$ cat src/rtl/complex_prod_accumulator_pkg.sv
// Shared types and helpers for the complex product accumulator:
// FSM state encoding, default sizing and PW->AW sign extension.
package complex_alu_pkg;

   localparam int PW_DEF = 33;
   localparam int N_DEF  = 16;

   // Working width of the sign-extension helper; every AW in use must fit.
   localparam int SEXT_W = 64;

   typedef enum logic [1:0] {
      IDLE  = 2'd0,
      ACCUM = 2'd1,
      HOLD  = 2'd2
   } state_e;

   // Treats bit w-1 of v as the sign bit and replicates it upward.
   function automatic logic signed [SEXT_W-1:0] sign_ext(input logic [SEXT_W-1:0] v,
                                                        input int w);
      logic signed [SEXT_W-1:0] t;
      t = $signed(v << (SEXT_W - w));
      return t >>> (SEXT_W - w);
   endfunction

endpackage

$ cat src/rtl/complex_prod_accumulator_if.sv
// Product-in / result-out bundle of the complex product accumulator.
// master = upstream/downstream environment, slave = the accumulator.
interface complex_prod_accumulator_if #(
   parameter int PW = 33,
   parameter int N  = 16
);
   localparam int CNTW = $clog2(N);
   localparam int AW   = PW + $clog2(N);

   logic                 start;
   logic                 prod_valid;
   logic signed [PW-1:0] prod_re;
   logic signed [PW-1:0] prod_im;
   logic                 in_ready;
   logic                 acc_ready;
   logic                 acc_valid;
   logic signed [AW-1:0] acc_re;
   logic signed [AW-1:0] acc_im;
   logic                 busy;
   logic [CNTW-1:0]      count;

   modport master (
      output start, prod_valid, prod_re, prod_im, acc_ready,
      input  in_ready, acc_valid, acc_re, acc_im, busy, count
   );

   modport slave (
      input  start, prod_valid, prod_re, prod_im, acc_ready,
      output in_ready, acc_valid, acc_re, acc_im, busy, count
   );
endinterface

$ cat src/rtl/complex_prod_accumulator_lane.sv
// One signed accumulator lane: clear has priority over add; the addend is
// sign-extended from PW to AW so the running sum is exact.
module complex_acc_lane
   import complex_alu_pkg::*;
#(
   parameter int PW = 33,
   parameter int AW = 37
) (
   input  logic                 clk,
   input  logic                 rst_n,
   input  logic                 clr_i,
   input  logic                 add_i,
   input  logic signed [PW-1:0] addend_i,
   output logic signed [AW-1:0] acc_o
);

   logic signed [AW-1:0] addend_ext;
   logic signed [AW-1:0] acc_d, acc_q;

   assign addend_ext = AW'(sign_ext(SEXT_W'(addend_i), PW));

   // NOTE: default assignment first so no path leaves acc_d unassigned (no latch).
   always_comb begin
      acc_d = acc_q;
      if (clr_i)      acc_d = '0;
      else if (add_i) acc_d = acc_q + addend_ext;
   end

   // NOTE: non-blocking for registered state so every flop samples pre-edge values.
   always_ff @(posedge clk or negedge rst_n) begin
      if (!rst_n) acc_q <= '0;
      else        acc_q <= acc_d;
   end

   assign acc_o = acc_q;

endmodule

$ cat src/rtl/complex_prod_accumulator.sv
// Accumulates N complex products into an exact AW-bit sum and holds the
// result on a ready/valid output until it is taken.
module complex_prod_accumulator
   import complex_alu_pkg::*;
#(
   parameter int PW = PW_DEF,
   parameter int N  = N_DEF
) (
   input  logic                             clk,
   input  logic                             rst_n,
   complex_prod_accumulator_if.slave        bus
);

   localparam int CNTW = $clog2(N);
   localparam int AW   = PW + $clog2(N);

   state_e          state_q;
   logic [CNTW-1:0] count_q;
   logic            in_ready_q;
   logic            acc_valid_q;
   logic            busy_q;

   logic accept;
   logic lane_clr;

   assign accept   = bus.prod_valid & in_ready_q;
   assign lane_clr = (state_q == IDLE) & bus.start;

   always_ff @(posedge clk or negedge rst_n) begin
      if (!rst_n) begin
         state_q     <= IDLE;
         count_q     <= '0;
         in_ready_q  <= 1'b0;
         acc_valid_q <= 1'b0;
         busy_q      <= 1'b0;
      end else begin
         case (state_q)
            IDLE: begin
               if (bus.start) begin
                  state_q    <= ACCUM;
                  count_q    <= '0;
                  in_ready_q <= 1'b1;
                  busy_q     <= 1'b1;
               end
            end
            ACCUM: begin
               if (accept) begin
                  // The Nth beat closes the accumulation; count reads 0 from HOLD on.
                  if (count_q == CNTW'(N - 1)) begin
                     state_q     <= HOLD;
                     count_q     <= '0;
                     in_ready_q  <= 1'b0;
                     acc_valid_q <= 1'b1;
                  end else begin
                     count_q <= count_q + 1'b1;
                  end
               end
            end
            HOLD: begin
               if (bus.acc_ready) begin
                  state_q     <= IDLE;
                  acc_valid_q <= 1'b0;
                  busy_q      <= 1'b0;
               end
            end
            default: begin
               state_q     <= IDLE;
               count_q     <= '0;
               in_ready_q  <= 1'b0;
               acc_valid_q <= 1'b0;
               busy_q      <= 1'b0;
            end
         endcase
      end
   end

   complex_acc_lane #(.PW(PW), .AW(AW)) u_lane_re (
      .clk      (clk),
      .rst_n    (rst_n),
      .clr_i    (lane_clr),
      .add_i    (accept),
      .addend_i (bus.prod_re),
      .acc_o    (bus.acc_re)
   );

   complex_acc_lane #(.PW(PW), .AW(AW)) u_lane_im (
      .clk      (clk),
      .rst_n    (rst_n),
      .clr_i    (lane_clr),
      .add_i    (accept),
      .addend_i (bus.prod_im),
      .acc_o    (bus.acc_im)
   );

   assign bus.in_ready  = in_ready_q;
   assign bus.acc_valid = acc_valid_q;
   assign bus.busy      = busy_q;
   assign bus.count     = count_q;

endmodule

$ cat src/flat_wrapper.sv
// flat-port wrapper written by rule: the top's interface ports become plain ports
module complex_prod_accumulator_flat import complex_alu_pkg::*;
#(
   parameter int PW = PW_DEF,
   parameter int N  = N_DEF
)
  (clk, rst_n, bus_start, bus_prod_valid, bus_prod_re, bus_prod_im, bus_acc_ready, bus_in_ready, bus_acc_valid, bus_acc_re, bus_acc_im, bus_busy, bus_count);
  complex_prod_accumulator_if #(.PW(PW), .N(N)) bus_i ();
  input  logic clk;
  input  logic rst_n;
  input wire logic [$bits(bus_i.start)-1:0] bus_start;
  input wire logic [$bits(bus_i.prod_valid)-1:0] bus_prod_valid;
  input wire logic [$bits(bus_i.prod_re)-1:0] bus_prod_re;
  input wire logic [$bits(bus_i.prod_im)-1:0] bus_prod_im;
  input wire logic [$bits(bus_i.acc_ready)-1:0] bus_acc_ready;
  output wire logic [$bits(bus_i.in_ready)-1:0] bus_in_ready;
  output wire logic [$bits(bus_i.acc_valid)-1:0] bus_acc_valid;
  output wire logic [$bits(bus_i.acc_re)-1:0] bus_acc_re;
  output wire logic [$bits(bus_i.acc_im)-1:0] bus_acc_im;
  output wire logic [$bits(bus_i.busy)-1:0] bus_busy;
  output wire logic [$bits(bus_i.count)-1:0] bus_count;
  assign bus_i.start = bus_start;
  assign bus_i.prod_valid = bus_prod_valid;
  assign bus_i.prod_re = bus_prod_re;
  assign bus_i.prod_im = bus_prod_im;
  assign bus_i.acc_ready = bus_acc_ready;
  assign bus_in_ready = bus_i.in_ready;
  assign bus_acc_valid = bus_i.acc_valid;
  assign bus_acc_re = bus_i.acc_re;
  assign bus_acc_im = bus_i.acc_im;
  assign bus_busy = bus_i.busy;
  assign bus_count = bus_i.count;
  complex_prod_accumulator #(.PW(PW), .N(N)) u_core (.clk(clk), .rst_n(rst_n), .bus(bus_i));
endmodule
$ cat config.mk
export PLATFORM = sky130hd
export DESIGN_NAME = complex_prod_accumulator_flat
export DESIGN_NICKNAME = d
export VERILOG_FILES = /design/src/rtl/complex_prod_accumulator_pkg.sv /design/src/rtl/complex_prod_accumulator_if.sv /design/src/rtl/complex_prod_accumulator_lane.sv /design/src/rtl/complex_prod_accumulator.sv /design/src/flat_wrapper.sv
export SDC_FILE = /design/constraint.sdc
export NUM_CORES = 1
export LEC_CHECK = 0
export BUFFER_PORTS_ARGS = -buffer_cell sky130_fd_sc_hd__buf_2
export CAP_MARGIN = 40
export CORE_AREA = 2 2 132 96
export CTS_BUF_LIST = sky130_fd_sc_hd__clkbuf_4 sky130_fd_sc_hd__clkbuf_8
export CTS_CLUSTER_SIZE = 14
export DETAILED_ROUTE_END_ITERATION = 8
export DIE_AREA = 0 0 134 98
export HOLD_SLACK_MARGIN = 0.05
export PLACE_DENSITY = 0.88
export SLEW_MARGIN = 30
export SYNTH_ARGS = -nofsm -noshare
export SYNTH_HDL_FRONTEND = slang
export SYNTH_SLANG_ARGS = --single-unit
$ cat constraint.sdc
create_clock -name clk -period 6.05 [get_ports clk]
set_input_delay 0 -clock clk [delete_from_list [all_inputs] [get_ports clk]]
set_output_delay 0 -clock clk [all_outputs]
set_load 0.02 [all_outputs]
==> metrics.txt <==
status=completed; Die W=between 100 and 150 um; root buf cell=clkbuf_8; filler cell count in the final layout=1032; worst stage delay on the critical path=440 ps; Avg Vias per Cell=just over 6; Area Overhead vs Synth=15.5%; die area=about 13000 um^2; reg2reg start=u_core.u_lane_im.acc_o[0]; CP required=6310 ps; CTS Buf Count=9; Seq/Total Area, Yosys=28.8%; HP Class=primary input to async pin; crit path max fanout=5; CP startpoint kind=flip-flop; Cell Pwr Density=519 nW/um^2; GRT Overall Usage=between 30% and 40%; DRT Pass-1 Iters=5; global-route wire length before repair=32500 um; CTS sink count=83; WP buf/inv=0; Max Root-Sink Buffers=2; met3 wire length=1540 um; count of unique library cells instantiated by Yosys=62; Die H=~98 um; final WL=roughly 20000 um; Min Clock Period, post-route=3060 ps; vias in the first global route=around 6.7k; WL/cell=between 15 and 20 um; crit end category=flip-flop; synth warn=0; share of cells above drive strength 1=between 15 and 20%; Iteration-0 DRC Markers=just under 500; Clock Skews=about 9 ps; post_cts resized=0; fin nets=1183; Skew-Pair Late Insertion Delay=370 ps; Peak Freq=327 MHz; area fraction of the dominant cell type after synthesis=approximately 29%; final core occ=between 60% and 70%; crit share post-route=50.5%; Synth top cells by count=152 x nand2_1, 121 x a21oi_1, 83 x dfrtp_1, 73 x ha_1, 61 x o21ai_0; drt drc=0; number of H-tree levels=3; total global routing overflow=0; CP Cell Sequence=ha_1 -> fa_1 -> a211oi_1 -> nor2_1 -> a21oi_1 -> a31oi_1 -> a31oi_1 -> o31ai_2 -> a41oi_1 -> mux2i_1 -> nor2_1; LEAKAGE=just over 4 nW; top routing layer in use=met4; Worst-Margin Slew=a little over 800 ps; VDD IR max=0.000255 V; endpoints failing setup=0; setup_tns=0 ps; Antenna Violating Nets Remaining=0; # rows=34; Hold Buf Count CTS=5; Post-synth EDFFs=0; minimum hold slack=approximately 62 ps; slew margin rel.=45.1%; FF/Latch Area=approximately 2100 um^2; CTS tree=done; count of final hold-check violations=0; unrepaired setup endpoints after global routing=false; worst-case reg-to-reg path depth=11; Crit Reg-Reg Endpoint=u_core.u_lane_im.acc_o[34]; detailed placement HPWL=between 10000 and 15000 um; Synth Net Count=1055; postcts setup bufs=0; Vias=between 7k and 8k; #FFs+latches synth=83; Synth Cell Area=7220 um^2; critical path type=flip-flop to flip-flop; largest net degree at the start of global routing=slightly above 60; CORE AREA=12000 um^2; worst reg2reg setup slack=between 2000 and 3000 ps; Initial Utilization=between 60 and 70%; metal2 WL=8940 um; main flop type after synthesis=dfrtp_1; Top delay family on crit path=compound AO/OA/AOI/OAI gates; Max Cap Violations=0; Synth area leaders=dfrtp_1 29%, ha_1 13%, a21oi_1 8.4%, nand2_1 7.9%, xnor2_1 4.7%; most frequent cell after synthesis=nand2_1; IO buf count=151; initial antenna violation count=2; routability cong.=a little over 0.9; crit path max-delay cell type=fa_1; Total Power=between 4 and 5 mW; Multi-input gate area=between 4000 and 5000 um^2; wl on met1=9040 um; Max Slew Vio Count=0; post-synth top area cell=dfrtp_1; IO Count=around 150; syn avg cell area=approximately 7.9 um^2; cell count after synthesis=roughly 910; WP data arrival=between 3000 and 4000 ps; Clock transition at path regs=90 ps; asr flop ratio synth=100%
worst max-delay path by stage:
| stage | startpoint | endpoint | cells after the start | slack (ps) |
|---|---|---|---|---|
| after floorplan | u_core.u_lane_im.acc_o[0] | u_core.u_lane_im.acc_o[34] | 11 | 3270 |
| after global placement | u_core.u_lane_im.acc_o[0] | u_core.u_lane_im.acc_o[30] | 11 | 3110 |
| after detailed placement | u_core.u_lane_im.acc_o[0] | u_core.u_lane_im.acc_o[34] | 11 | 3040 |
| after CTS | u_core.u_lane_im.acc_o[0] | u_core.u_lane_im.acc_o[34] | 11 | 3010 |
| after global routing | u_core.u_lane_im.acc_o[0] | u_core.u_lane_im.acc_o[34] | 11 | 2680 |
| final | u_core.u_lane_im.acc_o[0] | u_core.u_lane_im.acc_o[34] | 11 | 2990 |
flip-flops by register name, summed over array words and instances, names as in the netlist:
signal	flops
u_core.state_q	2
u_core.bus.busy	1
u_core.bus.acc_valid	1
u_core.bus.count	4
u_core.u_lane_im.acc_o	37
u_core.bus.in_ready	1
u_core.u_lane_re.acc_o	37
power by group:
part	switching, mW	total, mW	internal, mW
Sequential	0.208	0.995	0.787
Clock	0.209	0.403	0.194
Combinational	1.80	2.93	1.14
per-layer routing:
| metal | global-route usage, % | vias to the layer above |
|---|---|---|
| met5 | 0 | - |
| met4 | 7.28 | 0 |
| met3 | 5.97 | 36 |
| met2 | 48.5 | 305 |
| met1 | 41.9 | 3399 |
| li1 | - | 3543 |
cells in the final DEF (no fill, tap or decap), types with 9 or more instances in the layout:
master / count
nand2_1: 151
buf_2: 150
a21oi_1: 121
dfrtp_1: 83
ha_1: 73
o21ai_0: 61
nor2_1: 50
a21o_1: 42
xnor2_1: 39
xor2_1: 20
nand3_1: 19
nand4_1: 18
a211oi_1: 17
nor2b_1: 14
clkbuf_8: 13
inv_1: 12
nand2b_1: 11
o21bai_1: 11
nor3_1: 10
and2_1: 9
worst reg2reg max path: cells and delay by family, from the launching register on:
kind                     cells  cell delay, ps
AND/OR/NAND/NOR              2             180
adder cells (fa/ha/maj)      2             690
AO/OA/AOI/OAI                6            1490
flip-flops                   1             410
multiplexers                 1             210
through the flow:
step / instance area [um^2] / cells / setup slack, ps
final: 8340 / 1206 / 2990
after CTS: 8310 / 1203 / 3010
after floorplan: 7220 / 909 / 3270
after detailed placement: 8060 / 1182 / 3040
after global routing: 8330 / 1205 / 2680
after global placement: 8050 / 1181 / 3110
cells by family (layout without fill, tap and decap cells):
family | Yosys count | in the layout | share of synthesized area, %
compound gates | 314 | 314 | 26.8
fa+ha+maj | 75 | 75 | 13.2
simple gates | 315 | 315 | 20.2
mux | 5 | 5 | 0.694
flops | 83 | 83 | 28.8
other cells | 0 | 2 | 0
buf+inv | 58 | 191 | 3.10
xor+xnor | 59 | 59 | 7.16
final cells by class:
| type | count | area share (%) |
|---|---|---|
| Multi-Input combinational cell | 768 | 59.1 |
| Sequential cell | 83 | 24.9 |
| Timing Repair Buffer | 163 | 10.6 |
| Tap cell | 162 | 2.43 |
| Clock buffer | 13 | 2.15 |
| Inverter | 12 | 0.540 |
| Clock inverter | 3 | 0.240 |
| Antenna cell | 2 | 0.0600 |
(Power assumes the default switching activity.)
